## src/rtl/uart_rx_fifo.sv

```systemverilog
// uart_rx_fifo: 8N1 UART receiver with 16x oversampling, start-bit check, show-ahead FIFO and sticky error flags
//   clk, reset_n        : system clock, asynchronous active-low reset
//   rx                  : raw serial input, idle high, asynchronous to clk
//   rx_data, rx_valid   : FIFO head byte and not-empty, consumed by rx_ready
//   rx_count            : bytes held, 0..2^AW
//   overrun, frame_err  : sticky errors, cleared by an err_clr pulse (set wins)
module uart_rx_fifo #(
  parameter int DIV = 26,
  parameter int AW = 4
) (
  input  logic        clk,
  input  logic        reset_n,
  input  logic        rx,
  output logic [7:0]  rx_data,
  output logic        rx_valid,
  input  logic        rx_ready,
  output logic [AW:0] rx_count,
  output logic        overrun,
  output logic        frame_err,
  input  logic        err_clr
);
  typedef enum logic [2:0] {IDLE, START, DATA, STOP, WAIT_HI} state_t;
  state_t state, state_n;
  logic s1, rxs;
  logic [15:0] cnt;
  logic [3:0] sub, sub_n;
  logic [2:0] bitn, bitn_n;
  logic [7:0] sh, sh_n;
  logic tick, push, ferr_set, pop, push_ok;
  logic [7:0] mem [2**AW];
  logic [AW-1:0] wr_ptr, rd_ptr;
  assign tick = cnt == 16'(DIV - 1);
  always_ff @(posedge clk or negedge reset_n)
    if (!reset_n) {s1, rxs} <= 2'b11;
    else {s1, rxs} <= {rx, s1};
  always_comb begin
    state_n = state;
    sub_n = tick ? sub + 4'd1 : sub;
    bitn_n = bitn;
    sh_n = sh;
    push = 1'b0;
    ferr_set = 1'b0;
    case (state)
      IDLE: if (!rxs) begin
        state_n = START;
        sub_n = 4'd0;
      end
      START: if (tick && sub == 4'd7) begin
        state_n = rxs ? IDLE : DATA;
        sub_n = 4'd0;
        bitn_n = 3'd0;
      end
      DATA: if (tick && sub == 4'd15) begin
        sh_n = {rxs, sh[7:1]};
        bitn_n = bitn + 3'd1;
        state_n = bitn == 3'd7 ? STOP : DATA;
      end
      STOP: if (tick && sub == 4'd15) begin
        push = rxs;
        ferr_set = !rxs;
        state_n = rxs ? IDLE : WAIT_HI;
      end
      WAIT_HI: state_n = rxs ? IDLE : WAIT_HI;
      default: state_n = IDLE;
    endcase
  end
  // The divider is parked at 0 in IDLE so bit phase is measured from the detected start edge.
  always_ff @(posedge clk or negedge reset_n)
    if (!reset_n) begin
      state <= IDLE;
      cnt <= '0;
      sub <= '0;
      bitn <= '0;
      sh <= '0;
    end else begin
      state <= state_n;
      cnt <= (state == IDLE || tick) ? 16'd0 : cnt + 16'd1;
      sub <= sub_n;
      bitn <= bitn_n;
      sh <= sh_n;
    end
  assign rx_valid = rx_count != '0;
  assign pop = rx_valid && rx_ready;
  // Full is count == 2^AW, i.e. the count MSB; a same-cycle pop frees the slot.
  assign push_ok = push && (!rx_count[AW] || pop);
  assign rx_data = rx_valid ? mem[rd_ptr] : 8'd0;
  always_ff @(posedge clk)
    if (push_ok) mem[wr_ptr] <= sh;
  always_ff @(posedge clk or negedge reset_n)
    if (!reset_n) begin
      wr_ptr <= '0;
      rd_ptr <= '0;
      rx_count <= '0;
      overrun <= 1'b0;
      frame_err <= 1'b0;
    end else begin
      wr_ptr <= push_ok ? wr_ptr + AW'(1) : wr_ptr;
      rd_ptr <= pop ? rd_ptr + AW'(1) : rd_ptr;
      rx_count <= rx_count + (AW+1)'(push_ok) - (AW+1)'(pop);
      overrun <= (push && !push_ok) || (overrun && !err_clr);
      frame_err <= ferr_set || (frame_err && !err_clr);
    end
endmodule

```

## config.mk

```make
export PLATFORM = sky130hd
export DESIGN_NAME = uart_rx_fifo
export DESIGN_NICKNAME = d
export VERILOG_FILES = /design/src/rtl/uart_rx_fifo.sv
export SDC_FILE = /design/constraint.sdc
export NUM_CORES = 1
export LEC_CHECK = 0
export CAP_MARGIN = 15
export CORE_UTILIZATION = 61
export DETAILED_ROUTE_END_ITERATION = 8
export MAX_ROUTING_LAYER = met4
export PLACE_DENSITY = 0.82
export SETUP_SLACK_MARGIN = 0.2
export SYNTH_ARGS = -nofsm -noshare
export SYNTH_HDL_FRONTEND = slang
export SYNTH_SLANG_ARGS = --single-unit
```

## constraint.sdc

```tcl
create_clock -name clk -period 4.3 [get_ports clk]
set_input_delay 0.43 -clock clk [delete_from_list [all_inputs] [get_ports clk]]
set_output_delay 0.43 -clock clk [all_outputs]
set_load 0.1 [all_outputs]
```

==> run summary, run 1 <==
cts bufs inserted - 17
net count after synthesis - 480
dpl cell area - 0.00793 mm2
register area share after synthesis - 67.6%
H-tree Lvls - 4
Placeable Area - 0.0121 mm2
chip width - 113 um
first-pass GRT wire length - 22200 um
Max Slew Vio Count - 0
clock transition at the registers of the reported paths - 0.07 ns
Synth Area per Inst - 16.6 um2
GRT met1 Usage - 30.4%
Crit. End Element - flip-flop
final instance area - 0.00851 mm2
Sequential Area - 0.00512 mm2
outcome - finished, final reports clean
Vias - 3959
max frequency - 316 MHz
fin crit share - 73.6%
Max clock buf depth - 2
Syn-to-layout area delta - 12.2%
Reg2Reg Setup Slack - 1.13 ns
most frequent cells in the layout - 128 x edfxtp_1, 47 x dfrtp_1, 32 x mux4_2
TNS Setup - 0 ns
Slew HR - 24.3%
root buffer cell - clkbuf_16
Mapped Cells - 458
ys async rst share - 28.5%
I/O pin cnt - 21
busiest grt layer - met2
Synth Cell Area - 0.00758 mm2
met3 Use GR - 4.20%
crit path max fanout - 19
Final HPWL DP - 8480 um
Hold Crit Class - in2async
Synth area leader - edfxtp_1
gpl congestion - 0.799
CTS-repair resized insts - 0
Post-CTS Hold Fix Bufs - 0
VDD IR-drop max - 0.385 mV
ANT nets after route - 0
WL per Instance - 21.1 um
dominant cells by area after synthesis - edfxtp_1 51%, dfrtp_1 16%, mux4_2 9.5%, ha_1 2.6%, mux2i_1 2.5%
area of the die - 0.0129 mm2
antenna cells - 0
Iter 0 DRT Violations - 320
Setup Viol. Count Final - 0
clock period minus worst slack - 3.17 ns
Worst R2R Path Depth - 16
Distinct cells, synth - 50
clk_lat worst skew - 0.42 ns
final hold vios - 0
Initial DRT Pass Iterations - 5
commonest non-fill, non-tap cell in the layout - edfxtp_1
initial antenna violation count - 0
Worst R2R Start - cnt[1]
Sink Count - 179
Avg Vias per Cell - 5.97
max_cap viols - 0
WP data arrival - 3.50 ns
Worst Setup Path Type - reg2reg
Pleak - 3.47 nW
Die H - 113 um
Post-CTS Setup Inserts - 0
largest net degree at the start of global routing - 52
multi-input logic area - 0.00231 mm2
vias in the first global route - 4086
# nets final - 504
Worst Path Required - 4.63 ns
Power Density - 503 mW/mm2
Rows - 40
flops & latches, synth - 179
gr usage total - 24.9%
Port Buffers - 20
initial core utilization - 62.9%
RSZ-0062 raised after global routing - false
Ys Warns - 0
layout cells sized above 1 - 19.4%
grt ovf - 0
R2R Path End - rx_count[4]
CTS tree - yes
layout filler cell count - 781
clk_skew - 0.0113 ns
WL final - 14000 um
Synth Flop Type - edfxtp_1
Residual DRC - 0
EDFF count, synth - 128
met2 Usage GRT - 41.3%
worst slew pin tran - 1.14 ns
startpoint types - flip-flop
area share of the largest cell type after synthesis - 50.7%
[cell type report]
cell class                      instances  share of cell area [%]
Sequential cell                       179                    60.2
Multi-Input combinational cell        239                    27.1
Timing Repair Buffer                   24                    2.41
Inverter                               21                   0.926
Clock inverter                         14                    1.79
Tap cell                              168                    2.47
Clock buffer                           18                    5.04
[per-stage QoR]
step                instances  setup slack (ns)  hold slack, ns  power, W  utilization [%]
finish                    663              1.13           0.118   0.00428             70.5
global route              663             0.796           0.164   0.00444             70.5
CTS                       663              1.09           0.134   0.00432             70.5
detailed placement        631              1.19           0.353   0.00282             65.7
global placement          631              1.29           0.347   0.00280             65.7
floorplan                 458           -0.0827           0.134   0.00264                -
[worst max-delay path, cell delays in order, from the launching register on]
cell      delay, ns
dfrtp_1        0.40
inv_1          0.07
ha_1           0.12
nor3b_1        0.38
nand4_4        0.24
nor3_2         0.22
buf_4          0.21
inv_1          0.06
ha_1           0.27
inv_1          0.06
ha_1           0.16
inv_1          0.06
fa_1           0.41
inv_1          0.07
a21oi_1        0.05
o21bai_1       0.16
xnor2_1        0.15
[sequential cells by signal, summed over array words and instances (netlist names)]
signal	flops
overrun	1
sh	8
rx_count	5
rd_ptr	4
wr_ptr	4
frame_err	1
mem	128
bitn	3
rxs	1
state	3
sub	4
s1	1
cnt	16
[cells by family (layout without fill, tap and decap cells)]
kind of cell	after synthesis	after routing	synth area share [%]
AO/OA/AOI/OAI	31	31	2.52
buffers and inverters	40	77	2.08
adder cells (fa/ha/maj)	17	17	2.90
multiplexers	61	61	13.5
XOR/XNOR	24	24	2.77
AND/OR/NAND/NOR	106	106	8.61
flip-flops	179	179	67.6
[routing by layer]
metal  part of all wire (%)  routed length [um]
met4                    2.3                 321
met1                     40                5590
met5                      0                   0
met3                    4.4                 621
met2                     53                7470
[synth_stat cells, types with 3 or more instances]
library cell / count
edfxtp_1: 128
nand4_1: 4
xnor2_1: 19
buf_2: 5
mux4_2: 32
mux2i_1: 19
o22ai_1: 11
nor2_1: 23
a21oi_1: 8
mux2_2: 9
and3_1: 15
ha_1: 16
nor4_1: 5
o21ai_0: 5
buf_1: 5
clkbuf_1: 8
nand2_1: 11
inv_1: 21
nand2b_1: 3
xor2_1: 5
dfrtp_1: 49
nor3_1: 5
or3_1: 3
nand3_1: 13
nor2b_1: 4
[power breakdown]
part | total, W | switching [W] | internal, W
sequential | 0.00204 | 0.000162 | 0.00188
combinational | 0.000730 | 0.000428 | 0.000302
clock | 0.00151 | 0.000643 | 0.000864
total | 0.00428 | 0.00123 | 0.00305
[worst max-delay path by stage]
stage	from	endpoint	slack, ns	depth (start not counted)
2_1_floorplan	rx_count[2]	rx_data[0]	-0.08	5
3_3_place_gp	cnt[1]	rx_count[4]	1.29	16
3_5_place_dp	cnt[1]	rx_count[4]	1.19	16
4_1_cts	rd_ptr[0]	rx_data[7]	1.09	5
5_1_grt	cnt[1]	rx_count[4]	0.80	16
6_report	cnt[1]	rx_count[4]	1.13	16
Power figures use the tool's default switching activity.
==> inputs of run 2 (changes only) <==
--- a/config.mk
+++ b/config.mk
@@ -6,10 +6,10 @@
 export NUM_CORES = 1
 export LEC_CHECK = 0
 export CAP_MARGIN = 15
-export CORE_UTILIZATION = 61
+export CORE_UTILIZATION = 55
 export DETAILED_ROUTE_END_ITERATION = 8
 export MAX_ROUTING_LAYER = met4
-export PLACE_DENSITY = 0.82
+export PLACE_DENSITY = 0.78
 export SETUP_SLACK_MARGIN = 0.2
 export SYNTH_ARGS = -nofsm -noshare
 export SYNTH_HDL_FRONTEND = slang
==> constraint.sdc (replaced) <==
create_clock -name clk -period 2.8 [get_ports clk]
set_input_delay 0.28 -clock clk [delete_from_list [all_inputs] [get_ports clk]]
set_output_delay 0.28 -clock clk [all_outputs]
set_load 0.1 [all_outputs]
==> run summary, run 2 (synthesized netlist as in run 1, its figures left out) <==
Crit. End Element - flip-flop
clock period minus worst slack - 2.63 ns (-0.533 ns)
crit path max fanout - 4 (-15)
largest net degree at the start of global routing - 36 (-31%)
Port Buffers - 20 (unchanged)
Final HPWL DP - 9190 um (+8.4%)
post-route worst setup slack - 0.168 ns (-0.967 ns)
Worst Path Required - 3.13 ns (-1.50 ns)
VDD IR-drop max - 0.430 mV (+12%)
Slew HR - 59.1% (+35 points)
max_cap viols - 0 (unchanged)
cts bufs inserted - 17 (unchanged)
TNS Setup - 0 ns (unchanged)
fin crit share - 94.0% (+20 points)
Rows - 42 (+5.0%)
worst slew pin tran - 0.614 ns (-0.522 ns)
Inst Count DP - 649 (+2.9%)
Biggest register - mem
final core utilization - 67.0% (-3.5 points)
Avg Vias per Cell - 5.92 (-0.81%)
outcome - finished, final reports clean
first-pass GRT wire length - 22700 um (+2.1%)
Setup Viol. Count Final - 0 (unchanged)
H-tree Lvls - 4 (unchanged)
Max clock buf depth - 2 (unchanged)
RSZ-0062 raised after global routing - true
max frequency - 380 MHz (+20%)
hold_ws - 0.258 ns (+0.139 ns)
Largest regs - mem x128, cnt x16, sh x8
Largest register FFs - 128 (unchanged)
layout cells sized above 1 - 30.8% (+11 points)
grt ovf - 0 (unchanged)
Iter 0 DRT Violations - 303 (-5.3%)
Max Slew Vio Count - 0 (unchanged)
chip width - 119 um (+5.2%)
I/O pin cnt - 21 (unchanged)
layout filler cell count - 875 (+12%)
most frequent cells in the layout - 128 x edfxtp_1, 43 x dfrtp_1, 32 x mux4_2
gpl congestion - 0.754 (-5.6%)
Pleak - 3.60 nW (+3.7%)
Min-Delay Path Depth - 1
commonest non-fill, non-tap cell in the layout - edfxtp_1
Hold EP - s1
final hold vios - 0 (unchanged)
clk_skew - 0.0103 ns (-0.00101 ns)
Worst R2R Path Depth - 13 (-3)
hold path startpoint - rx
vias in the first global route - 4186 (+2.4%)
WL per Instance - 21.1 um (about the same)
Die H - 119 um (+5.2%)
gr usage total - 22.5% (-2.4 points)
Vias - 4081 (+3.1%)
clock transition at the registers of the reported paths - 0.07 ns (about the same)
Power Density - 760 mW/mm2 (+51%)
Initial DRT Pass Iterations - 5 (unchanged)
dpl ws - 0.0620 ns (-1.13 ns)
Syn-to-layout area delta - 18.0%
WP data arrival - 2.97 ns (-0.53 ns)
Finished Layout Cells - 689 (+3.9%)
Residual DRC - 0 (unchanged)
Worst R2R Start - rx_count[2]
initial antenna violation count - 0 (unchanged)
root buffer cell - clkbuf_16
startpoint types - flip-flop
R2R Path End - rx_count[4]
WL final - 14600 um (+3.9%)
Reg2Reg Setup Slack - 0.17 ns (-0.97 ns)
Placeable Area - 0.0133 mm2 (+11%)
ANT nets after route - 0 (unchanged)
area of the die - 0.0143 mm2 (+11%)
Sink Count - 179 (unchanged)
# nets final - 522 (+3.6%)
Worst Setup Path Type - reg2reg
clk_lat worst skew - 0.43 ns (about the same)
initial core utilization - 56.8% (-6.1 points)
Hold Crit Class - in2reg
CTS tree - yes
antenna cells - 0 (unchanged)
run 2: worst max path at each step:
| stage | startpoint | to | slack, ns | cells past startpoint |
|---|---|---|---|---|
| after detailed placement | cnt[1] | rx_count[4] | 0.06 | 16 |
| after CTS | rx_count[3] | rx_count[4] | 0.18 | 13 |
| after global routing | cnt[1] | rx_count[4] | 0.06 | 16 |
| after global placement | cnt[1] | rx_count[4] | 0.19 | 16 |
| after floorplan | rx_count[2] | rx_count[4] | -0.27 | 14 |
| final | rx_count[2] | rx_count[4] | 0.17 | 13 |
run 2: per-stage QoR:
step | power [W] | cell area (um2)
floorplan | 0.00417 | 7750
global placement | 0.00450 | 8250
detailed placement | 0.00453 | 8250
CTS | 0.00677 | 8880
global route | 0.00704 | 8950
finish | 0.00680 | 8950
run 2: critical path: stages (launching register included):
cell      delay, ns
dfrtp_4        0.48
inv_2          0.07
ha_2           0.15
or4b_4         0.47
and2_4         0.17
ha_4           0.23
inv_2          0.06
ha_4           0.12
inv_2          0.03
fa_2           0.35
inv_2          0.07
a21oi_2        0.04
o21bai_1       0.16
xnor2_1        0.14
run 2: layout make-up:
class | instances | area [um2] | area share (%)
clock buffer | 17 | 425 | 4.75
timing repair buffer | 42 | 464 | 5.19
clock inverter | 15 | 125 | 1.40
tap | 176 | 220 | 2.46
sequential | 179 | 5130 | 57.4
inverter | 21 | 78.8 | 0.881
multi-input combinational | 239 | 2500 | 27.9
run 2: timing repair:
action	4_1_cts	5_1_grt
buffers inserted	4	2
endpoints found under the hold margin	16	0
gates resized for setup	8	9
cloned	0	1
setup endpoints to repair	9	9
pin swaps	3	5
hold buffers	1	0
run 2: metal layers:
layer	GRT usage, %	share of wire [%]	up-vias
li1	-	-	1844
met1	26.2	39	2106
met2	38.3	56	113
met3	4.74	4.7	18
met4	8.91	1.2	0
met5	-	0	-
run 2: report_power, final:
group	internal (W)	total, W	switching [W]
Clock	0.00116	0.00220	0.00104
Combinational	0.000632	0.00161	0.000977
Sequential	0.00290	0.00299	0.0000847
==> inputs of run 3 (changes only) <==
==> constraint.sdc (replaced) <==
create_clock -name clk -period 2.2 [get_ports clk]
set_input_delay 0.22 -clock clk [delete_from_list [all_inputs] [get_ports clk]]
set_output_delay 0.22 -clock clk [all_outputs]
set_load 0.1 [all_outputs]
==> run summary, run 3 (synthesized netlist as in run 1, its figures left out) <==
final hold vios - 0 (unchanged)
CTS tree - yes
H-tree Lvls - 4 (unchanged)
max_cap viols - 0 (unchanged)
vias in the first global route - 4635 (+11%)
dpl cell area - 0.00883 mm2 (+7.0%)
VDD IR-drop max - 0.555 mV (+29%)
Max clock buf depth - 2 (unchanged)
Hold Crit Class - in2reg
Tot Pwr - 0.00899 W (+32%)
first-pass GRT wire length - 25600 um (+13%)
Iter 0 DRT Violations - 411 (+36%)
DR WL met3 - 750 um (+8.9%)
failing checks - setup timing
Residual DRC - 0 (unchanged)
most frequent cells in the layout - 128 x edfxtp_1, 67 x buf_4, 43 x dfrtp_1
Hold EP - s1
Worst R2R Path Depth - 13 (unchanged)
Largest register FFs - 128 (unchanged)
Die H - 119 um (unchanged)
Max Slew Vio Count - 0 (unchanged)
layout cells sized above 1 - 40.2% (+9.4 points)
Initial DRT Pass Iterations - 5 (unchanged)
layout filler cell count - 810 (-7.4%)
Largest regs - mem x128, cnt x16, sh x8
Slew HR - 51.8% (-7.2 points)
ANT nets after route - 0 (unchanged)
post-route worst setup slack - -0.384 ns (-0.552 ns)
WL final - 15900 um (+9.3%)
largest net degree at the start of global routing - 31 (-14%)
Syn-to-layout area delta - 27.6%
clk_skew - 0.00824 ns (-0.00205 ns)
crit path max fanout - 2 (-2)
startpoint types - flip-flop
Final HPWL DP - 10200 um (+11%)
chip width - 119 um (unchanged)
R2R Path End - rx_count[4]
Rows - 42 (unchanged)
Vias - 4412 (+8.1%)
Biggest register - mem
clock transition at the registers of the reported paths - 0.06 ns (about the same)
WP data arrival - 2.92 ns (-0.05 ns)
fin crit share - 117% (+23 points)
Placeable Area - 0.0133 mm2 (unchanged)
Power Density - 930 mW/mm2 (+22%)
outcome - complete, but fails checks
Crit. End Element - flip-flop
worst slew pin tran - 0.723 ns (+0.109 ns)
Avg Vias per Cell - 5.92 (about the same)
root buffer cell - clkbuf_16
clk_lat worst skew - 0.42 ns (about the same)
grt ovf - 0 (unchanged)
gr usage total - 25.2% (+2.7 points)
Worst Setup Path Type - reg2reg
antenna cells - 0 (unchanged)
clock period minus worst slack - 2.58 ns (-0.0480 ns)
top sig layer - met4
Setup Viol. Count Final - 17 (+17)
Pleak - 3.92 nW (+9.0%)
max frequency - 387 MHz (+1.9%)
Reg2Reg Setup Slack - -0.38 ns (-0.55 ns)
Port Buffers - 20 (unchanged)
I/O pin cnt - 21 (unchanged)
commonest non-fill, non-tap cell in the layout - edfxtp_1
Min-Delay Path Depth - 1 (unchanged)
M1 WL - 6360 um (+13%)
area of the die - 0.0143 mm2 (unchanged)
initial antenna violation count - 0 (unchanged)
# nets final - 578 (+11%)
final instance area - 0.00967 mm2 (+8.1%)
Worst R2R Start - rx_count[2]
gpl congestion - 0.820 (+8.7%)
Sink Count - 179 (unchanged)
hold path startpoint - rx
RSZ-0062 raised after global routing - true
cts bufs inserted - 17 (unchanged)
met2 WL - 8590 um (+6.3%)
initial core utilization - 56.8% (unchanged)
WL per Instance - 21.4 um (+1.1%)
Worst Path Required - 2.54 ns (-0.59 ns)
-- run 3: where the power goes --
group | leakage (nW) | switching [W] | internal, W
combinational | 1.51 | 0.00127 | 0.000952
clock | 0.272 | 0.00123 | 0.00174
sequential | 2.13 | 0.0000961 | 0.00370
total | 3.92 | 0.00260 | 0.00639
-- run 3: worst max-delay path by stage --
stage                            from          end  cells past startpoint
after detailed placement     rx_ready  rx_count[4]                     14
after global routing      rx_count[2]  rx_count[4]                     13
after floorplan           rx_count[2]  rx_count[4]                     14
final                     rx_count[2]  rx_count[4]                     13
after CTS                 rx_count[2]  rx_count[4]                     13
after global placement       rx_ready  rx_count[4]                     14
-- run 3: stage by stage --
| stage | hold WS, ns | util, % | setup slack, ns | cells | TNS (ns) |
|---|---|---|---|---|---|
| after floorplan | -0.0756 | - | -0.872 | 458 | -6.62 |
| after global placement | 0.296 | 66.2 | -0.382 | 699 | -0.981 |
| after detailed placement | 0.307 | 66.2 | -0.424 | 699 | -1.71 |
| after CTS | 0.203 | 71.5 | -0.333 | 739 | -3.36 |
| after global routing | 0.212 | 72.5 | -0.481 | 745 | -9.67 |
| final | 0.220 | 72.5 | -0.384 | 745 | -3.34 |
-- run 3: metal layers --
| metal | track usage, % | vias up |
|---|---|---|
| li1 | - | 1960 |
| met1 | 31.8 | 2299 |
| met2 | 41.9 | 134 |
| met3 | 4.21 | 19 |
| met4 | 8.52 | 0 |
| met5 | - | - |
-- run 3: area by class of cell --
cell class,instances,area [um2],area share [%]
sequential,179,5140,53.1
multi-input combinational,239,2610,27.0
timing repair buffer,98,1030,10.6
clock buffer,21,460,4.76
tap,176,220,2.28
clock inverter,11,129,1.33
inverter,21,86.3,0.893
-- run 3: critical path: stages (launching register included) --
cell      delay [ns]
dfrtp_4         0.49
inv_4           0.07
ha_4            0.12
or4b_4          0.46
and2_4          0.17
ha_4            0.24
inv_4           0.05
ha_4            0.12
inv_2           0.04
fa_2            0.36
inv_2           0.06
a21oi_2         0.04
o21bai_1        0.17
xnor2_1         0.13
-- run 3: timing repair --
| action | CTS | global route |
|---|---|---|
| setup buffers | 7 | 6 |
| endpoints found under the hold margin | 29 | 0 |
| endpoints found under the setup margin | 86 | 155 |
| resized for setup | 13 | 19 |
| pin swaps | 6 | 9 |
| hold buffers | 1 | 0 |
| cloned | 0 | 0 |
